<file path="src/rtl/pipeline_controller.sv">
// pipeline_controller: sequences an instruction through FETCH, DECODE,
// EXECUTE and WRITEBACK, with a halt/resume handshake, a sticky fetch-timeout
// fault and a count of retired instructions.
// Optional feature: define PIPELINE_CONTROLLER_SINGLE_STEP_EN to add the
// step_mode input, which parks the pipeline in HALTED after every instruction.
module pipeline_controller #(
  parameter logic [7:0]  HALT_OP       = 8'hFF,
  parameter logic [7:0]  NOP_OP        = 8'h00,
  parameter int unsigned FETCH_TIMEOUT = 15
) (
  input  logic        clk,
  input  logic        rst,
  input  logic        halt_program,
  input  logic        resume,
  input  logic        mem_ack,
`ifdef PIPELINE_CONTROLLER_SINGLE_STEP_EN
  input  logic        step_mode,
`endif
  input  logic [7:0]  OP_code,
  output logic        mem_req,
  output logic        ir_load,
  output logic        decode_en,
  output logic        exec_en,
  output logic        wb_en,
  output logic        pc_inc,
  output logic        halted,
  output logic        fault,
  output logic [2:0]  state,
  output logic [15:0] retire_cnt
);

  typedef enum logic [2:0] {
    ST_FETCH     = 3'd0,
    ST_DECODE    = 3'd1,
    ST_EXECUTE   = 3'd2,
    ST_WRITEBACK = 3'd3,
    ST_HALTED    = 3'd4,
    ST_FAULT     = 3'd5
  } state_e;

  // Value of the timeout counter in the last FETCH cycle allowed without ack.
  localparam logic [7:0] TMO_LAST = 8'(FETCH_TIMEOUT - 1);

  state_e      state_q, state_d;
  logic [7:0]  tmo_q, tmo_d;
  logic        pend_q, pend_d;
  logic [15:0] retire_q, retire_d;
  logic        op_halt_q, op_halt_d;
  logic        op_nop_q, op_nop_d;
  // Low only for the cycle between reset release and the first clock edge,
  // so mem_req stays quiet while rst is (or has just been) asserted.
  logic        run_q;
  logic        step_w;
  logic        park_w;

`ifdef PIPELINE_CONTROLLER_SINGLE_STEP_EN
  assign step_w = step_mode;
`else
  assign step_w = 1'b0;
`endif

  // An instruction completion parks in HALTED when a halt is pending, being
  // requested right now, or single-step is active.
  assign park_w = pend_q | halt_program | step_w;

  // Next-state, timeout, pending-halt and retire-count logic.
  // NOTE: every signal written here gets a default first, so no path can
  // leave it unassigned and infer a latch.
  always_comb begin
    state_d   = state_q;
    tmo_d     = tmo_q;
    pend_d    = pend_q;
    retire_d  = retire_q;
    op_halt_d = op_halt_q;
    op_nop_d  = op_nop_q;

    case (state_q)
      ST_FETCH: begin
        if (run_q) begin
          if (mem_ack)                state_d = ST_DECODE;
          else if (tmo_q == TMO_LAST) state_d = ST_FAULT;
          else if (halt_program)      state_d = ST_HALTED;
          else                        tmo_d   = tmo_q + 8'd1;
        end
      end
      ST_DECODE: begin
        // Classify the opcode here so EXECUTE outputs come from registers.
        op_halt_d = (OP_code == HALT_OP);
        op_nop_d  = (OP_code == NOP_OP);
        state_d   = ST_EXECUTE;
      end
      ST_EXECUTE: begin
        retire_d = retire_q + 16'd1;
        if (op_halt_q)     state_d = ST_HALTED;
        else if (op_nop_q) state_d = park_w ? ST_HALTED : ST_FETCH;
        else               state_d = ST_WRITEBACK;
      end
      ST_WRITEBACK: state_d = park_w ? ST_HALTED : ST_FETCH;
      ST_HALTED: begin
        if (resume && !halt_program) state_d = ST_FETCH;
      end
      ST_FAULT: state_d = ST_FAULT;
      default:  state_d = ST_FAULT;
    endcase

    // The timeout window restarts on every entry to FETCH.
    if (state_d == ST_FETCH && state_q != ST_FETCH) tmo_d = 8'd0;

    // A halt requested mid-instruction waits for the instruction to finish.
    if (halt_program &&
        (state_q inside {ST_DECODE, ST_EXECUTE, ST_WRITEBACK})) pend_d = 1'b1;
    if (state_d == ST_HALTED) pend_d = 1'b0;
  end

  // State and flag registers with asynchronous reset.
  // NOTE: sequential state uses non-blocking assignments so every register
  // samples the pre-edge values, independent of statement order.
  always_ff @(posedge clk or posedge rst) begin
    if (rst) begin
      state_q   <= ST_FETCH;
      tmo_q     <= 8'd0;
      pend_q    <= 1'b0;
      retire_q  <= 16'd0;
      op_halt_q <= 1'b0;
      op_nop_q  <= 1'b0;
      run_q     <= 1'b0;
    end else begin
      state_q   <= state_d;
      tmo_q     <= tmo_d;
      pend_q    <= pend_d;
      retire_q  <= retire_d;
      op_halt_q <= op_halt_d;
      op_nop_q  <= op_nop_d;
      run_q     <= 1'b1;
    end
  end

  // Output decode from registered state; only ir_load follows mem_ack directly.
  always_comb begin
    mem_req    = run_q && (state_q == ST_FETCH);
    ir_load    = mem_req && mem_ack;
    decode_en  = (state_q == ST_DECODE);
    exec_en    = (state_q == ST_EXECUTE);
    wb_en      = (state_q == ST_WRITEBACK);
    pc_inc     = ((state_q == ST_EXECUTE) && op_nop_q && !op_halt_q) ||
                 (state_q == ST_WRITEBACK);
    halted     = (state_q == ST_HALTED);
    fault      = (state_q == ST_FAULT);
    state      = state_q;
    retire_cnt = retire_q;
  end

endmodule
</file>
<file path="config.mk">
export PLATFORM = sky130hd
export DESIGN_NAME = pipeline_controller
export DESIGN_NICKNAME = d
export VERILOG_FILES = /design/src/rtl/pipeline_controller.sv
export SDC_FILE = /design/constraint.sdc
export NUM_CORES = 1
export LEC_CHECK = 0
export ABC_AREA = 1
export CAP_MARGIN = 20
export CORE_MARGIN = 8
export CORE_UTILIZATION = 45
export DETAILED_ROUTE_END_ITERATION = 7
export PLACE_DENSITY_LB_ADDON = 0.15
export SYNTH_ARGS = -nofsm -noshare
export SYNTH_HDL_FRONTEND = slang
export SYNTH_SLANG_ARGS = --single-unit
</file>
<file path="constraint.sdc">
create_clock -name clk -period 1.4 [get_ports clk]
set_clock_uncertainty 0.1 [all_clocks]
set_input_delay 0.21 -clock clk [delete_from_list [all_inputs] [get_ports clk]]
set_output_delay 0.21 -clock clk [all_outputs]
set_load 0.005 [all_outputs]
</file>
**Word level (Yosys, flattened, before mapping)**

Cells that the tools add are included.

- Flip-flop bits (word level): 31

- Add/sub/neg operators: 2
- Equal/unequal tests: 11
- Multiplexer cells: 17
- Bitwise gates (word level): 1
- Reduce and logical (&&, ||, !) cells: 19

Operator list:

| kind | count |
|---|---|
| $mux W8 | 6 |
| $mux W3 | 8 |
| $add A16 B1 Y16 const B | 1 |
| $pmux W3 S5 | 1 |
| $eq A3 B3 Y1 const B | 3 |
| $add A8 B1 Y8 const B | 1 |
| $eq A8 B4 Y1 const B | 1 |
| $eq A8 B8 Y1 const B | 1 |
| $logic_not A8 Y1 | 1 |
| $logic_and A1 B1 Y1 | 7 |
| $eq A3 B2 Y1 const B | 2 |
| $logic_not A3 Y1 | 2 |
| $ne A2 B1 Y1 const B | 3 |
| $reduce_bool A2 Y1 | 3 |
| $reduce_bool A3 Y1 | 2 |
| $reduce_and A5 Y1 | 1 |
| $eq A3 B1 Y1 const B | 1 |
| $logic_not A1 Y1 | 2 |
| $mux W1 | 2 |
| $logic_or A1 B1 Y1 | 1 |
| $or A1 B1 Y1 | 1 |

**Logic depth before layout (Yosys ltp)**

Gate-level depths: netlist of run 1.

- Word-level depth: 9
- Gate-level depth with buffers: 10

**Least setup slack after synthesis of run 1**

No wires, ideal clock.

- Kind: register -> register
- Start point: reg tmo_q[0]
- End point: reg tmo_q[3]
- Arrival: 1.264 ns
- Data required time: 1.182 ns
- Setup slack: -0.082 ns
- Stages on the path, launching flop included: 9
- Period minus slack after synthesis: 1.482 ns
- Cells stage by stage: dfrtp_1 -> inv_1 -> ha_1 -> nand3_1 -> nor2_2 -> nor2_4 -> nand3_1 -> xor2_1 -> nor2_1

- Longest elaborated chain between the ends: 9

RTL lines:

| element | RTL line | RTL |
|---|---|---|
| start, declared | 45 | `logic [7:0] tmo_q, tmo_d;` |
| start signal, assigned | 129 | `tmo_q <= tmo_d;` |
| $eq A8 B4 Y1 | 81 | `else if (tmo_q == TMO_LAST) state_d = ST_FAULT;` |
| $mux W3 | 81 |  |
| $mux W3 | 80 | `if (mem_ack) state_d = ST_DECODE;` |
| $mux W3 | 79 | `if (run_q) begin` |
| $pmux W3 S5 | 77 | `case (state_q)` |
| $logic_not A3 Y1 | 107 | `if (state_d == ST_FETCH && state_q != ST_FETCH) tmo_d = 8'd0;` |
| $logic_and A1 B1 Y1 | 107 |  |
| $ne A2 B1 Y1 (no source line) or $reduce_bool A2 Y1 (tied branches) | -- |  |
| $reduce_and A5 Y1 (no source line) | -- |  |

Parallel ways exist; a longest one is shown, timed or not. The select of a mux whose other input is x is not followed.
A chain may end at the register's enable or synchronous reset.

**Worst setup path after layout of run 1**

- Start point: reg state_q[2] (netlist: state[2])
- End point: reg pend_q

RTL lines:

| element | RTL line | RTL |
|---|---|---|
| start, declared | 44 | `state_e state_q, state_d;` |
| start signal, assigned | 128 | `state_q <= state_d;` |
| $eq A3 B3 Y1 (tied with other cells) | 77 |  |
| $pmux W3 S5 * | 77 |  |
| net state_d[0] | 44 |  |
| $eq A3 B3 Y1 * | 112 | `if (state_d == ST_HALTED) pend_d = 1'b0;` |
| $mux W1 or $reduce_bool A2 Y1 (tied branches) | -- |  |
| end signal, assigned | 130 | `pend_q <= pend_d;` |
| end, declared | 46 | `logic pend_q, pend_d;` |

The timed path passes the listed nets; every way through them passes the cells marked *.

==> results of run 1 <==
## synth_stat cells
library cell,n,share of area
sky130_fd_sc_hd__nand2_1,50,0.10
sky130_fd_sc_hd__dfrtp_1,31,0.43
sky130_fd_sc_hd__inv_1,26,0.053
sky130_fd_sc_hd__nor2_1,25,0.051
sky130_fd_sc_hd__nand3_1,17,0.047
sky130_fd_sc_hd__xor2_1,16,0.077
sky130_fd_sc_hd__nor3_1,8,0.022
sky130_fd_sc_hd__nor2_2,7,0.024
sky130_fd_sc_hd__nand4_1,6,0.021
sky130_fd_sc_hd__nand3_2,4,0.022
sky130_fd_sc_hd__xnor2_1,4,0.019
sky130_fd_sc_hd__ha_1,3,0.021
sky130_fd_sc_hd__inv_2,3,0.0062
sky130_fd_sc_hd__o21ai_0,3,0.0082
sky130_fd_sc_hd__a21oi_1,2,0.0055
sky130_fd_sc_hd__nand2_4,2,0.012
sky130_fd_sc_hd__nor3_2,2,0.011
sky130_fd_sc_hd__nor4_1,2,0.0069
sky130_fd_sc_hd__o21ai_1,2,0.0055
sky130_fd_sc_hd__a31o_2,1,0.0048
sky130_fd_sc_hd__a31oi_1,1,0.0034
sky130_fd_sc_hd__buf_2,1,0.0027
sky130_fd_sc_hd__conb_1,1,0.0021
sky130_fd_sc_hd__nand2_2,1,0.0034
sky130_fd_sc_hd__nand3b_1,1,0.0041
sky130_fd_sc_hd__nor2_4,1,0.0062
sky130_fd_sc_hd__nor2_8,1,0.011
sky130_fd_sc_hd__nor3_4,1,0.0089
sky130_fd_sc_hd__o21ai_4,1,0.0089
sky130_fd_sc_hd__o31ai_1,1,0.0041
## cell type report
class / count / area, um2 / area share
Tap cell: 50 / 62.6 / 0.0199
Timing Repair Buffer: 104 / 932 / 0.296
Clock buffer: 8 / 100 / 0.0318
Inverter: 29 / 114 / 0.0361
Sequential cell: 31 / 776 / 0.246
Multi-Input combinational cell: 163 / 1170 / 0.370
## registers in the layout, indices dropped and copies added (netlist names)
name / flops
op_halt_q: 1
retire_cnt: 16
tmo_q: 8
op_nop_q: 1
run_q: 1
state: 3
pend_q: 1
## worst max-delay path, delay by kind of cell (launching register included)
family                 cells  cell delay, ns
AOI/OAI and AO/OA          1            0.07
buffers and inverters      6            0.60
DFF                        1            0.41
and+or+nand+nor            4            0.36
## layout by cell type, fill, tap and decap left out, types with 2 or more instances in the layout
master,synthesis,routed
sky130_fd_sc_hd__inv_2,3,7
sky130_fd_sc_hd__nand3_4,0,3
sky130_fd_sc_hd__o21ai_1,2,4
sky130_fd_sc_hd__buf_2,1,7
sky130_fd_sc_hd__clkdlybuf4s50_1,0,12
sky130_fd_sc_hd__nor2_4,1,8
sky130_fd_sc_hd__nand2_2,1,7
sky130_fd_sc_hd__nor2_2,7,7
sky130_fd_sc_hd__xnor2_1,4,4
sky130_fd_sc_hd__nand3_2,4,10
sky130_fd_sc_hd__buf_6,0,24
sky130_fd_sc_hd__nor4_1,2,2
sky130_fd_sc_hd__clkdlybuf4s15_1,0,3
sky130_fd_sc_hd__dfrtp_1,31,31
sky130_fd_sc_hd__ha_1,3,2
sky130_fd_sc_hd__clkbuf_8,0,7
sky130_fd_sc_hd__nor3_1,8,5
sky130_fd_sc_hd__nand2_1,50,41
sky130_fd_sc_hd__inv_4,0,2
sky130_fd_sc_hd__nand2_4,2,4
sky130_fd_sc_hd__buf_4,0,41
sky130_fd_sc_hd__dlygate4sd2_1,0,13
sky130_fd_sc_hd__buf_8,0,2
sky130_fd_sc_hd__nor3_4,1,5
sky130_fd_sc_hd__inv_1,26,20
sky130_fd_sc_hd__nand4_1,6,6
sky130_fd_sc_hd__nand3_1,17,8
sky130_fd_sc_hd__xor2_1,16,16
sky130_fd_sc_hd__nor2_1,25,18
## final timing paths
| kind | endpoint | slack [ns] | cells after the start | from |
|---|---|---|---|---|
| setup reg to reg | pend_q | -0.25 | 11 | state[2] |
| hold reg to reg | retire_cnt[9] | 0.45 | 2 | retire_cnt[9] |
| hold / removal | retire_cnt[9] | 0.17 | 3 | rst |
| max in group asynchronous | retire_cnt[12] | 0.86 | 3 | rst |
| min in group clk | op_halt_q | 0.43 | 3 | OP_code[1] |
| setup / recovery | pend_q | -0.25 | 11 | state[2] |
## metrics by stage
| stage | instances | setup WS, ns | util |
|---|---|---|---|
| 4_1_cts | 379 | -0.238 | 0.740 |
| 3_5_place_dp | 345 | -0.285 | 0.646 |
| 3_3_place_gp | 345 | -0.276 | 0.646 |
| 2_1_floorplan | 224 | -0.0217 | - |
| 6_report | 385 | -0.252 | 0.799 |
| 5_1_grt | 385 | -0.346 | 0.799 |
## per-layer routing
layer,vias up,global-route usage,share of wire
met2,42,0.271,0.51
met3,10,0.0563,0.040
met5,-,0,0
li1,935,-,-
met4,0,0.0481,0.018
met1,912,0.195,0.43
## power by group
| group | leakage [nW] | switching, mW | internal, mW |
|---|---|---|---|
| combinational | 1.22 | 0.0481 | 0.0524 |
| sequential | 0.413 | 0.00304 | 0.900 |
| clock | 0.0515 | 0.333 | 0.448 |
| total | 1.68 | 0.384 | 1.40 |
## logic make-up after synthesis
group                    count (synthesis)
adder cells (fa/ha/maj)                  3
other                                    1
AND/OR/NAND/NOR                        128
XOR/XNOR                                20
flip-flops                              31
AO/OA/AOI/OAI                           11
buffers and inverters                   30
## repair_timing
action | 4_1_cts | 5_1_grt
gates cloned | 0 | 0
gates resized for setup | 95 | 53
pin swaps | 24 | 21
setup endpoints to repair | 42 | 38
setup buffers | 26 | 6
==> parameters.txt, run 1 <==
Parameter                              Value

Outcome
  Run status    finished, violations left
  Failing checks    negative setup slack

Clock network
  CTS buffer count    5
  Root buffer cell    sky130_fd_sc_hd__clkbuf_8
  TritonCTS Sinks    31
  Buffers from clock root to sink, at most    2
  Insertion delay of the later-clocked pin in the worst-skew pair    0.29 ns
  TritonCTS clock tree    yes
  Reg clk slew, reported paths    0.06 ns
  Hold-fix buffers at CTS    0
  H-Tree Level Count    2

Place
  Sum of net half-perimeters after detailed placement    3230 um
  Count of buffers inserted at the top-level ports    39
  Routability congestion estimate    0.825
  Placed standard-cell area    2550 um2

Setup path
  Highest fanout seen on the critical path    5
  Crit path DAT    1.72 ns
  Crit path top cell by count    sky130_fd_sc_hd__buf_4
  Critical Path, Cell by Cell    inv_2, nand3_2, buf_4, inv_2, buf_4, buf_4, buf_4, nand2_1, nand2_1, nor2_1, a21oi_1
  Slowest stage delay, CP    0.41 ns
  Cell with the largest stage delay on the worst path    sky130_fd_sc_hd__dfrtp_1
  Worst path required time    1.46 ns
  Critical path launch point type    flop
  Path type of the worst setup path    flop to flop
  Nature of the critical path endpoint    flop

Global routing
  Overall global routing resource usage    0.164
  Grt ovf    0
  Maximum number of pins on one net before global-route repair    32
  Initial antenna violation count    0
  Number of global-route vias before repair    1788
  First-pass GRT wire length    8200 um

STA
  Maximum achievable frequency    605 MHz
  Final Setup Violations    37
  Shortest period the worst path allows    1.65 ns
  Worst Hold Slack    0.166 ns
  Worst-case setup margin in the final layout    -0.252 ns
  RSZ-0062 raised after global routing    yes
  Endpoints failing hold    0
  Final clock period utilization by the worst path    1.18
  Pins over their slew limit    0
  Final-layout setup total negative slack    -5.74 ns

Routing
  Number of search-and-repair iterations in the first detailed-routing pass    4
  Average wire per cell in the routed design    14.4 um
  Total number of vias    1899
  Final WL    5540 um
  Mean number of vias per cell    4.93
  Final antenna-violating net count    0
  Remaining design rule violation count    0
  Iter 0 DRT Violations    65

Cells and area
  Net count of the finished layout    350
  Antenna fix cells    0
  Area growth, synth to finish    72.7%
  Number of fill cells in the layout    243
  Final instance area    3150 um2
  Layout cells sized above 1    0.433

Floorplanning
  I/O Pins    40
  Die Area    6350 um2
  Placeable core area    3940 um2
  Die X-Extent    79.7 um
  Cell Rows    23
  DIE HEIGHT    79.7 um
  Initial Util    0.463

Hold path
  Tightest Hold Check Type    input pin to async pin

Synth
  Multiplexer share of the synthesized area    0
  Synth Area in XOR/XNOR    0.0960
  Synth Area in Adders    0.0206
  Count of different cell masters after synthesis    30
  Post-Syn Area    1820 um2
  Syn_area_per_cell    8.14 um2
  Mapped Cells    224
  Number of warnings reported in the yosys synthesis log    0
  Net Count, Synth    240
  Combinational family with the most area after synthesis    simple AND/OR/NAND/NOR gates
  Share of synthesized area occupied by flip-flops and latches    0.425
  Share of synthesized cell area in and, or, nand and nor gates    0.353
  Post-synthesis compound-gate area fraction    0.0405
  Post-synthesis sequential element count    31

Power
  Total leakage power    1.68 nW
  Overall power consumption    1.78 mW
  Worst VDD drop    0.577 mV
  Power density of the placed cells    566 nW/um2

Job
  Maximum capacitance violations    0
Note: power is estimated with default switching activity, not from simulation.
==> run 2, diff against run 1 <==
--- a/config.mk
+++ b/config.mk
@@ -9,8 +9,11 @@
 export CAP_MARGIN = 20
 export CORE_MARGIN = 8
 export CORE_UTILIZATION = 45
+export CTS_BUF_LIST = sky130_fd_sc_hd__clkbuf_16
 export DETAILED_ROUTE_END_ITERATION = 7
+export MAX_ROUTING_LAYER = met4
 export PLACE_DENSITY_LB_ADDON = 0.15
+export SETUP_SLACK_MARGIN = 0.15
 export SYNTH_ARGS = -nofsm -noshare
 export SYNTH_HDL_FRONTEND = slang
 export SYNTH_SLANG_ARGS = --single-unit
==> parameters.txt, run 2 (synthesis gave the netlist of run 1 again) <==
Parameter                              Value

Outcome
  Run status    finished, violations left (unchanged)
  Failing checks    negative setup slack (unchanged)

Floorplanning
  I/O Pins    40 (unchanged)
  DIE HEIGHT    79.7 um (unchanged)
  Cell Rows    23 (unchanged)
  Initial Util    0.463 (unchanged)
  Die Area    6350 um2 (unchanged)
  Die X-Extent    79.7 um (unchanged)
  Placeable core area    3940 um2 (unchanged)

Hold path
  Tightest Hold Check Type    input pin to async pin (unchanged)

Cells and area
  Commonest cells after routing, fill and taps aside    sky130_fd_sc_hd__buf_6, sky130_fd_sc_hd__buf_4, sky130_fd_sc_hd__nand2_1 (was sky130_fd_sc_hd__nand2_1, sky130_fd_sc_hd__buf_4, sky130_fd_sc_hd__dfrtp_1)
  Area growth, synth to finish    100% (was 72.7%)
  Layout cells sized above 1    0.537 (was 0.433)
  Net count of the finished layout    369 (was 350)
  Flip-flop count of the largest register, all copies and words added    16 (unchanged)
  Commonest non-fill, non-tap cell in the layout    sky130_fd_sc_hd__buf_6
  Final core occ    0.926 (was 0.799)
  Antenna fix cells    0 (unchanged)
  Final instance count without filler cells    404 (was 385)

STA
  Maximum achievable frequency    539 MHz (was 605 MHz)
  RSZ-0062 raised after global routing    yes (unchanged)
  Final clock period utilization by the worst path    1.33 (was 1.18)
  Shortest period the worst path allows    1.86 ns (was 1.65 ns)
  Pins over their slew limit    0 (unchanged)
  Endpoints failing hold    0 (unchanged)
  Final Setup Violations    40 (was 37)
  Worst-case setup margin in the final layout    -0.455 ns (was -0.252 ns)

Power
  Reg power frac    0.397 (was 0.506)
  Internal power    1.79 mW (was 1.40 mW)
  Switching Fraction    0.217 (was 0.215)
  Overall power consumption    2.28 mW (was 1.78 mW)
  Net switching component of the power    494 uW (was 384 uW)
  Worst VDD drop    0.750 mV (was 0.577 mV)
  Total leakage power    1.80 nW (was 1.68 nW)
  Power density of the placed cells    624 nW/um2 (was 566 nW/um2)
  Combinational fraction of design power    0.052 (was 0.056)
  Clock share of power    0.551 (was 0.438)

Routing
  Top Metal Used    met4 (unchanged)
  Remaining design rule violation count    0 (unchanged)
  Total number of vias    2363 (was 1899)
  Metal2 WL    4640 um (was 2850 um)
  Final antenna-violating net count    0 (unchanged)
  Average wire per cell in the routed design    23.0 um (was 14.4 um)
  Iter 0 DRT Violations    206 (was 65)
  Final WL    9290 um (was 5540 um)
  Mean number of vias per cell    5.85 (was 4.93)
  Number of search-and-repair iterations in the first detailed-routing pass    5 (was 4)
  DR WL met3    746 um (was 219 um)
  WL met1    3330 um (was 2370 um)

Clock network
  Reg clk slew, reported paths    0.06 ns (about the same)
  Hold-fix buffers at CTS    0 (unchanged)
  CTS buffer count    5 (unchanged)
  Buffers from clock root to sink, at most    2 (unchanged)
  TritonCTS Sinks    31 (unchanged)
  TritonCTS clock tree    yes (unchanged)
  Insertion delay of the later-clocked pin in the worst-skew pair    0.28 ns (was 0.29 ns)
  H-Tree Level Count    2 (unchanged)
  Root buffer cell    sky130_fd_sc_hd__clkbuf_16 (was sky130_fd_sc_hd__clkbuf_8)

Setup path
  Nature of the critical path endpoint    flop (unchanged)
  Crit path DAT    1.97 ns (was 1.72 ns)
  Slowest stage delay, CP    0.43 ns (was 0.41 ns)
  Cell with the largest stage delay on the worst path    sky130_fd_sc_hd__dfrtp_2 (was sky130_fd_sc_hd__dfrtp_1)
  Critical path launch point type    flop (unchanged)
  Critical Path, Cell by Cell    buf_6, nor2_4, nand3_4, buf_6, nor2_8, nand2_4, o21ai_1, nand2_1, inv_1 (was inv_2, nand3_2, buf_4, inv_2, buf_4, buf_4, buf_4, nand2_1, nand2_1, nor2_1, a21oi_1)
  Highest fanout seen on the critical path    7 (was 5)
  Path type of the worst setup path    flop to flop (unchanged)
  Worst path required time    1.51 ns (was 1.46 ns)
  Crit path top cell by count    sky130_fd_sc_hd__buf_6 (was sky130_fd_sc_hd__buf_4)

Global routing
  First-pass GRT wire length    10200 um (was 8200 um)
  Initial antenna violation count    0 (unchanged)
  Grt ovf    0 (unchanged)
  Number of global-route vias before repair    2200 (was 1788)
  Overall global routing resource usage    0.208 (was 0.164)
  Maximum number of pins on one net before global-route repair    32 (unchanged)

Place
  Count of buffers inserted at the top-level ports    39 (unchanged)
  Sum of net half-perimeters after detailed placement    3320 um (was 3230 um)
  Number of cells in the design after placement    342 (was 345)
  Routability congestion estimate    0.886 (was 0.825)

Job
  Maximum capacitance violations    0 (unchanged)
[run 2: power groups by stage]
stage / clock [mW] / combinational, mW / sequential, mW
global route: 1.29 / 0.125 / 0.905
CTS: 1.21 / 0.104 / 0.905
floorplan: 0 / 0.0306 / 0.921
detailed placement: 0 / 0.0994 / 0.920
finish: 1.26 / 0.118 / 0.905
global placement: 0 / 0.0985 / 0.920
[run 2: routing by layer]
metal  vias up  track usage
met5         -            -
met4         0       0.0907
met3        64       0.0428
met2       180        0.348
met1      1148        0.234
li1        971            -
[run 2: worst paths after layout]
check	from	endpoint	slack (ns)	depth (start not counted)
setup / recovery	state[0]	tmo_q[1]	-0.46	9
hold / removal	rst	retire_cnt[13]	0.17	3
setup reg to reg	state[0]	tmo_q[1]	-0.46	9
hold reg to reg	retire_cnt[13]	retire_cnt[13]	0.46	2
max in group asynchronous	rst	state[1]	0.83	3
min in group clk	retire_cnt[13]	retire_cnt[13]	0.46	2
[run 2: through the flow]
step | cell area (um2) | hold WS, ns | setup TNS [ns] | setup slack [ns]
finish | 3650 | 0.174 | -10.14 | -0.455
CTS | 3270 | 0.191 | -4.14 | -0.263
detailed placement | 2570 | 0.408 | -3.19 | -0.296
floorplan | 1890 | 0.213 | -0.129 | -0.0217
global route | 3650 | 0.215 | -11.74 | -0.521
global placement | 2570 | 0.401 | -2.85 | -0.261
[run 2: layout make-up]
cell class / instances / area (um2)
tap: 50 / 62.6
timing repair buffer: 123 / 1190
fill: 118 / 292
multi-input combinational: 163 / 1320
clock inverter: 3 / 38.8
sequential: 31 / 779
inverter: 29 / 126
clock buffer: 5 / 125
[run 2: worst max-delay path: cells and delay by family (launching register included)]
family | cells | cell delay [ns]
AO/OA/AOI/OAI | 1 | 0.20
flip-flops | 1 | 0.43
AND/OR/NAND/NOR | 5 | 0.69
buffers and inverters | 3 | 0.36
[run 2: what timing repair did]
| item | in CTS | in global routing |
|---|---|---|
| resized for setup | 147 | 72 |
| buffers inserted | 38 | 16 |
| setup endpoints to repair | 53 | 52 |
| pin swaps | 28 | 27 |
